## src/rtl/wishbone_sdram_adapter.sv

```systemverilog
// Wishbone classic slave that turns each single-beat cycle into one SDRAM controller command.
// Out-of-range addresses and stalled commands end with wb_err so the master never hangs.
module wishbone_sdram_adapter #(
    parameter int unsigned ADDR_WIDTH = 24,
    parameter int unsigned TIMEOUT    = 255
) (
    input  logic                  clk_sys,
    input  logic                  reset_n,
    input  logic [29:0]           wb_adr,
    input  logic [31:0]           wb_dat_w,
    output logic [31:0]           wb_dat_r,
    input  logic [3:0]            wb_sel,
    input  logic                  wb_cyc,
    input  logic                  wb_stb,
    input  logic                  wb_we,
    input  logic [2:0]            wb_cti,
    input  logic [1:0]            wb_bte,
    output logic                  wb_ack,
    output logic                  wb_err,
    output logic                  cmd_valid,
    input  logic                  cmd_ready,
    output logic                  cmd_we,
    output logic [ADDR_WIDTH-1:0] cmd_addr,
    output logic [31:0]           cmd_wdata,
    output logic [3:0]            cmd_mask,
    input  logic                  rd_valid,
    input  logic [31:0]           rd_data,
    output logic                  busy
);

    typedef enum logic [2:0] {StIdle, StIssue, StWaitRd, StResp, StErr, StGap} state_e;

    localparam logic [15:0] TimeoutLast = 16'(TIMEOUT - 1);

    state_e                state_q, state_d;
    logic                  cmd_valid_q, cmd_valid_d;
    logic                  cmd_we_q, cmd_we_d;
    logic [ADDR_WIDTH-1:0] cmd_addr_q, cmd_addr_d;
    logic [31:0]           cmd_wdata_q, cmd_wdata_d;
    logic [3:0]            cmd_mask_q, cmd_mask_d;
    logic [31:0]           dat_r_q, dat_r_d;
    logic [15:0]           cnt_q, cnt_d;
    logic                  abort_q, abort_d;

    logic in_range, handshake, timeout_hit, aborting;
    logic unused_bus;

    // Bursts are not supported, so cycle type and burst extension carry no information.
    assign unused_bus  = ^{wb_cti, wb_bte};

    assign in_range    = (wb_adr >> ADDR_WIDTH) == 30'd0;
    assign handshake   = cmd_valid_q & cmd_ready;
    assign timeout_hit = cnt_q == TimeoutLast;
    assign aborting    = abort_q | ~wb_cyc;

    always_comb begin
        state_d     = state_q;
        cmd_valid_d = cmd_valid_q;
        cmd_we_d    = cmd_we_q;
        cmd_addr_d  = cmd_addr_q;
        cmd_wdata_d = cmd_wdata_q;
        cmd_mask_d  = cmd_mask_q;
        dat_r_d     = dat_r_q;
        cnt_d       = cnt_q;
        abort_d     = abort_q;
        unique case (state_q)
            StIdle: begin
                if (wb_cyc && wb_stb) begin
                    if (!in_range) begin
                        state_d = StErr;
                    end else begin
                        cmd_we_d    = wb_we;
                        cmd_addr_d  = wb_adr[ADDR_WIDTH-1:0];
                        cmd_wdata_d = wb_dat_w;
                        cmd_mask_d  = wb_sel;
                        cmd_valid_d = 1'b1;
                        cnt_d       = '0;
                        abort_d     = 1'b0;
                        state_d     = StIssue;
                    end
                end
            end
            StIssue: begin
                cnt_d   = cnt_q + 16'd1;
                abort_d = aborting;
                if (handshake) begin
                    cmd_valid_d = 1'b0;
                    if (!cmd_we_q) begin
                        state_d = StWaitRd;
                    end else begin
                        state_d = aborting ? StGap : StResp;
                    end
                end else if (timeout_hit) begin
                    cmd_valid_d = 1'b0;
                    state_d     = aborting ? StGap : StErr;
                end
            end
            StWaitRd: begin
                cnt_d   = cnt_q + 16'd1;
                abort_d = aborting;
                if (rd_valid) begin
                    // An abandoned read still drains its data, but the result is dropped.
                    if (!aborting) begin
                        dat_r_d = rd_data;
                        state_d = StResp;
                    end else begin
                        state_d = StGap;
                    end
                end else if (timeout_hit) begin
                    state_d = aborting ? StGap : StErr;
                end
            end
            StResp:  state_d = StGap;
            StErr:   state_d = StGap;
            StGap:   state_d = StIdle;
            default: state_d = StIdle;
        endcase
    end

    always_ff @(posedge clk_sys or negedge reset_n) begin
        if (!reset_n) begin
            state_q     <= StIdle;
            cmd_valid_q <= 1'b0;
            cmd_we_q    <= 1'b0;
            cmd_addr_q  <= '0;
            cmd_wdata_q <= '0;
            cmd_mask_q  <= '0;
            dat_r_q     <= '0;
            cnt_q       <= '0;
            abort_q     <= 1'b0;
        end else begin
            state_q     <= state_d;
            cmd_valid_q <= cmd_valid_d;
            cmd_we_q    <= cmd_we_d;
            cmd_addr_q  <= cmd_addr_d;
            cmd_wdata_q <= cmd_wdata_d;
            cmd_mask_q  <= cmd_mask_d;
            dat_r_q     <= dat_r_d;
            cnt_q       <= cnt_d;
            abort_q     <= abort_d;
        end
    end

    // Gating with wb_cyc keeps a response from reaching a master that has already left.
    assign wb_ack    = (state_q == StResp) & wb_cyc;
    assign wb_err    = (state_q == StErr) & wb_cyc;
    assign busy      = state_q != StIdle;
    assign wb_dat_r  = dat_r_q;
    assign cmd_valid = cmd_valid_q;
    assign cmd_we    = cmd_we_q;
    assign cmd_addr  = cmd_addr_q;
    assign cmd_wdata = cmd_wdata_q;
    assign cmd_mask  = cmd_mask_q;

endmodule

```

## config.mk

```make
export PLATFORM = sky130hd
export DESIGN_NAME = wishbone_sdram_adapter
export DESIGN_NICKNAME = d
export VERILOG_FILES = /design/src/rtl/wishbone_sdram_adapter.sv
export SDC_FILE = /design/constraint.sdc
export NUM_CORES = 1
export LEC_CHECK = 0
export ABC_AREA = 1
export BUFFER_PORTS_ARGS = -buffer_cell sky130_fd_sc_hd__clkbuf_2
export CORE_UTILIZATION = 30
export DETAILED_ROUTE_END_ITERATION = 7
export GPL_ROUTABILITY_DRIVEN = 0
export MAX_ROUTING_LAYER = met4
export PLACE_DENSITY_LB_ADDON = 0.08
export SYNTH_ARGS = -nofsm -noshare
export SYNTH_HDL_FRONTEND = slang
export SYNTH_SLANG_ARGS = --single-unit
```

## constraint.sdc

```tcl
create_clock -name clk_sys -period 3 [get_ports clk_sys]
set_input_delay 0.6 -clock clk_sys [delete_from_list [all_inputs] [get_ports clk_sys]]
set_output_delay 0.6 -clock clk_sys [all_outputs]
set_load 0.02 [all_outputs]
```

* After elaboration in Yosys (flattened, before gate mapping)
Index checks and enable logic that the tools add are counted.
Storage, ports and cells: input bits 110, flip-flop bits (word level) 114, output and inout bits 97
Cells by class: reduce and logical (&&, ||, !) cells 12, bitwise logic cells 6, eq/ne operators 8, $add $sub $neg 1, multiplexer cells 20
Operators with widths (count):
- $mux 16 | 2
- $pmux 16 s2 | 1
- $logic_not 30->1 | 1
- $mux 3 | 7
- $add 16x1->16 const B | 1
- $eq 16x8->1 const B | 1
- $pmux 3 s4 | 1
- $reduce_and 3->1 | 3
- $mux 1 | 7
- $eq 3x2->1 const B | 2
- $ne 2x2->1 const B | 2
- $pmux 1 s2 | 2
- $reduce_and 4->1 | 1
- $reduce_bool 2->1 | 2
- $reduce_or 2->1 | 2
- $and 1x1->1 | 3
- $eq 3x1->1 const B | 1
- $eq 3x3->1 const B | 1
- $logic_not 3->1 | 1
- $ne 3x3->1 const B | 1
- $reduce_bool 3->1 | 1
- $not 1->1 | 2
- $logic_and 1x1->1 | 1
- $or 1x1->1 | 1

* Depth between registers and ports, before layout
word-level depth 6, mapped depth 13, mapped depth without buffers 13

* Least setup slack after synthesis
Ideal clock, no wire load.
path type input -> register, start input wb_adr[27], end register cmd_we_q (netlist: cmd_we), setup slack 1384 ps, cell stages on the path 10, arrival time 1498 ps, buffers on the path 2, cells stage by stage nor2_1 -> nand3_1 -> nand2_1 -> nand2_4 -> nor2_8 -> inv_2 -> buf_6 -> buf_6 -> nand2_1 -> nand2_1
Between the ends: word-level cells in the longest chain between the ends 2
RTL lines:
- from (decl) | RTL line 9 | input logic [29:0] wb_adr,
- $logic_not 30->1 | RTL line 51 | assign in_range = (wb_adr >> ADDR_WIDTH) == 30'd0;
- $reduce_and 3->1 (no line)
- to (signal assigned) | RTL line 134 | cmd_we_q <= cmd_we_d;
- to (decl) | RTL line 37 | logic cmd_we_q, cmd_we_d;
Every way passes these cells. A chain may end at the register's enable or synchronous reset.

* Worst setup path in the final report
start register state_q[1], end register cnt_q[5]
Between the ends: word-level cells in the longest chain between the ends 4, elaborated cells on any way between the ends 9, classes of those cells eq/ne: 4; mux: 1; reduce/logical: 4
RTL lines:
- from (decl) | RTL line 35 | state_e state_q, state_d;
- from (signal assigned) | RTL line 122 | state_q <= StIdle;
- from (signal assigned) | RTL line 132 | state_q <= state_d;
- $eq 3x2->1 / $eq 3x1->1 (equally long branches) | RTL line 66 | unique case (state_q)
- $reduce_or 2->1 (no line)
- $reduce_bool 2->1 (no line)
- $reduce_and 3->1 (no line)
- to (signal assigned) | RTL line 139 | cnt_q <= cnt_d;
- to (decl) | RTL line 42 | logic [15:0] cnt_q, cnt_d;
Several ways; a longest one is shown, not always the timed one.

==> impl_metrics.yaml <==
drt:
  vias_per_cell: 4.24
  drtIter0Drc: 151
  wirelength_mm: 12.1
  dr.pass1.iters: 5
  antenna_left: 0
  route.detailed.drc: 0
  wl_per_cell_um: 12.7
  vias: 4042
floorplan:
  row_count: 46
  fp.dieW_um: 129
  core_um2: 15800
  die_h_um: 129
  start_util_pct: 30.6
  die_area_um2: 16600
  ioPinCount: 207
grt:
  antenna_found_initial: 0
  grt_util_all_layers_pct: 15.9
  overflow: 0
  grt_pass1_vias: 4116
  grt_max_degree: 67
  grt_pass1_wl_mm: 19.7
clock_network:
  clock_path_buffers: 2
  cts.htree.levels: 4
  cts.sinks: 114
  postCtsSetupBuffers: 0
  cts_buffers: 17
  clk_latency_ns: 0.41
  cts_tree: "built"
  cts.repair.resized: 0
  postCtsHoldBufs: 0
  clkTransAtPathRegs_ns: 0.05
  root_buffer: "clkbuf_16"
power_and_ir_drop:
  ir_worst_vdd_mv: 0.467
  total_power_w: 0.00767
  p_per_area_nw_per_um2: 1160
  p_leak_nw: 3.74
yosys:
  postSynthCellCount: 518
  synthesis.area_um2: 4840
  synth_area_leaders: "dfrtp_1, nand2_1, mux2_2, nor2_1, inv_1"
  seq_area_frac_synth_pct: 59.0
  synth_nets: 630
  yosys.area.top_type_share_pct: 59.0
  synth_seq_cells: 114
  synth_cell_types: 28
  synth_warnings: 0
  yosysTopAreaCell: "dfrtp_1"
  synth.avg_cell_area_um2: 9.34
cells_and_area:
  drive_gt1_share_pct: 37.4
  area_growth_pct: 37.2
  antenna_cells: 0
  layout.nets: 837
  n_fill_cell: 1586
  instances_no_fill: 954
  stdcell_area_um2: 6630
timing:
  finClkSkew_ns: 0.00654
  fin_crit_ns: 2.32
  clock.fmax_mhz: 431
  hold_violations: 0
  tns_ns: 0
  setup_viol: 0
  worst_pin_slew_ns: 1.15
  slew_headroom_pct: 23.1
  grt_setup_unrepaired: "no"
  fin_crit_sh_pct: 77.4
  slew_viol_final: 0
critical_path:
  reg2reg_slack_ns: 0.68
  arrival_ns: 2.66
  cp-start-kind: "flip-flop"
  critical_path_peak_fanout: 66
  end_kind: "flip-flop"
  crit_type: "flip-flop to flip-flop"
  worstPathRequired_ns: 3.33
flow_run:
  drv_cap: 0
placed_design:
  numPortBuffers: 201
  dpl-instance-area_um2: 6040
  dp.cells: 922
  hpwl_mm: 8.54
hold_path:
  hold_path_class: "primary input to async pin"
run_status:
  outcome: "finished clean"
[logic make-up after synthesis]
| family | Yosys count | share of synthesized area [%] |
|---|---|---|
| muxes | 32 | 7.45 |
| xor gates and xnor gates | 6 | 1.09 |
| DFF | 114 | 59.0 |
| and+or+nand+nor | 292 | 24.5 |
| buffers and inverters | 48 | 4.79 |
| adders and majority gates | 2 | 0.517 |
| AOI/OAI and AO/OA | 24 | 2.64 |
[synthesized netlist by cell type]
library cell and n:
nand2_1 226, dfrtp_1 114, mux2_2 32, nor2_1 30
inv_1 28, nand3_1 17, o21ai_0 14, buf_2 8
nor3_1 7, buf_6 5, a31oi_1 4, nand4_1 4
xor2_1 4, a21oi_1 3, buf_1 3, inv_2 3
ha_1 2, nand2_4 2, o22ai_1 2, xnor2_1 2
and3_1 1, buf_4 1, nand2_2 1, nand3b_1 1
nor2_2 1, nor2_4 1, nor2_8 1, o21ai_1 1
[flip-flops by register name, summed over array words and instances (netlist names)]
register,count
cmd_wdata,32
wb_dat_r,32
cmd_addr,24
cnt_q,16
cmd_mask,4
state_q,3
abort_q,1
cmd_valid,1
cmd_we,1
[metal layers]
layer,global-route usage (%),part of all wire (%),vias to the layer above
li1,-,-,2037
met1,18.2,43,1854
met2,25.5,48,132
met3,5.86,7.4,19
met4,6.09,1.5,0
met5,-,0,-
[where the power goes]
group	internal, W	total, W	switching (W)
Clock	0.00130	0.00198	0.000678
Combinational	0.00101	0.00307	0.00207
Sequential	0.00223	0.00261	0.000388
[critical path: stages (launching register included)]
cell and delay [ns]:
dfrtp_1 0.42, nor2_2 0.20, nand2_4 0.11, inv_2 0.09
nand2_2 0.09, nand2_4 0.12, nor2_8 0.04, inv_2 0.82
o21ai_0 0.22, nor2_1 0.13
[cell type report]
type | instances | area, um2 | area share, %
clock buffers | 23 | 488 | 7.36
flip-flops and latches | 114 | 2850 | 43.0
inverters | 31 | 116 | 1.75
repair buffers | 205 | 1050 | 15.8
clock inverters | 9 | 104 | 1.57
multi-input cells | 356 | 1750 | 26.4
well taps | 216 | 270 | 4.07
[metrics by stage]
stage	hold WS [ns]	setup WS, ns	utilization, %
3_5_place_dp	0.457	0.566	38.2
6_report	0.242	0.679	41.9
4_1_cts	0.265	0.581	41.9
5_1_grt	0.293	0.414	41.9
3_3_place_gp	0.455	0.596	38.2
2_1_floorplan	0.304	1.38	-
[worst paths after layout]
kind                         startpoint       endpoint  depth (start not counted)
hold / removal                  reset_n   cmd_addr[16]                          1
min in group clk_sys        wb_dat_w[1]   cmd_wdata[1]                          3
hold reg to reg            cmd_wdata[4]   cmd_wdata[4]                          2
setup reg to reg             state_q[1]       cnt_q[5]                          9
setup / recovery             state_q[1]       cnt_q[5]                          9
max in group asynchronous       reset_n  cmd_wdata[25]                          2
[placed cells by master, fill, tap and decap left out, drive strengths merged, types with 5 or more instances in the layout]
| cell | instances |
|---|---|
| nand2 | 229 |
| inv | 31 |
| dfrtp | 114 |
| o21ai | 15 |
| nor2 | 33 |
| buf | 5 |
| clkbuf | 223 |
| nor3 | 7 |
| nand3 | 17 |
| mux2 | 32 |
| clkinv | 5 |
Note: power is estimated with default switching activity, not from simulation.
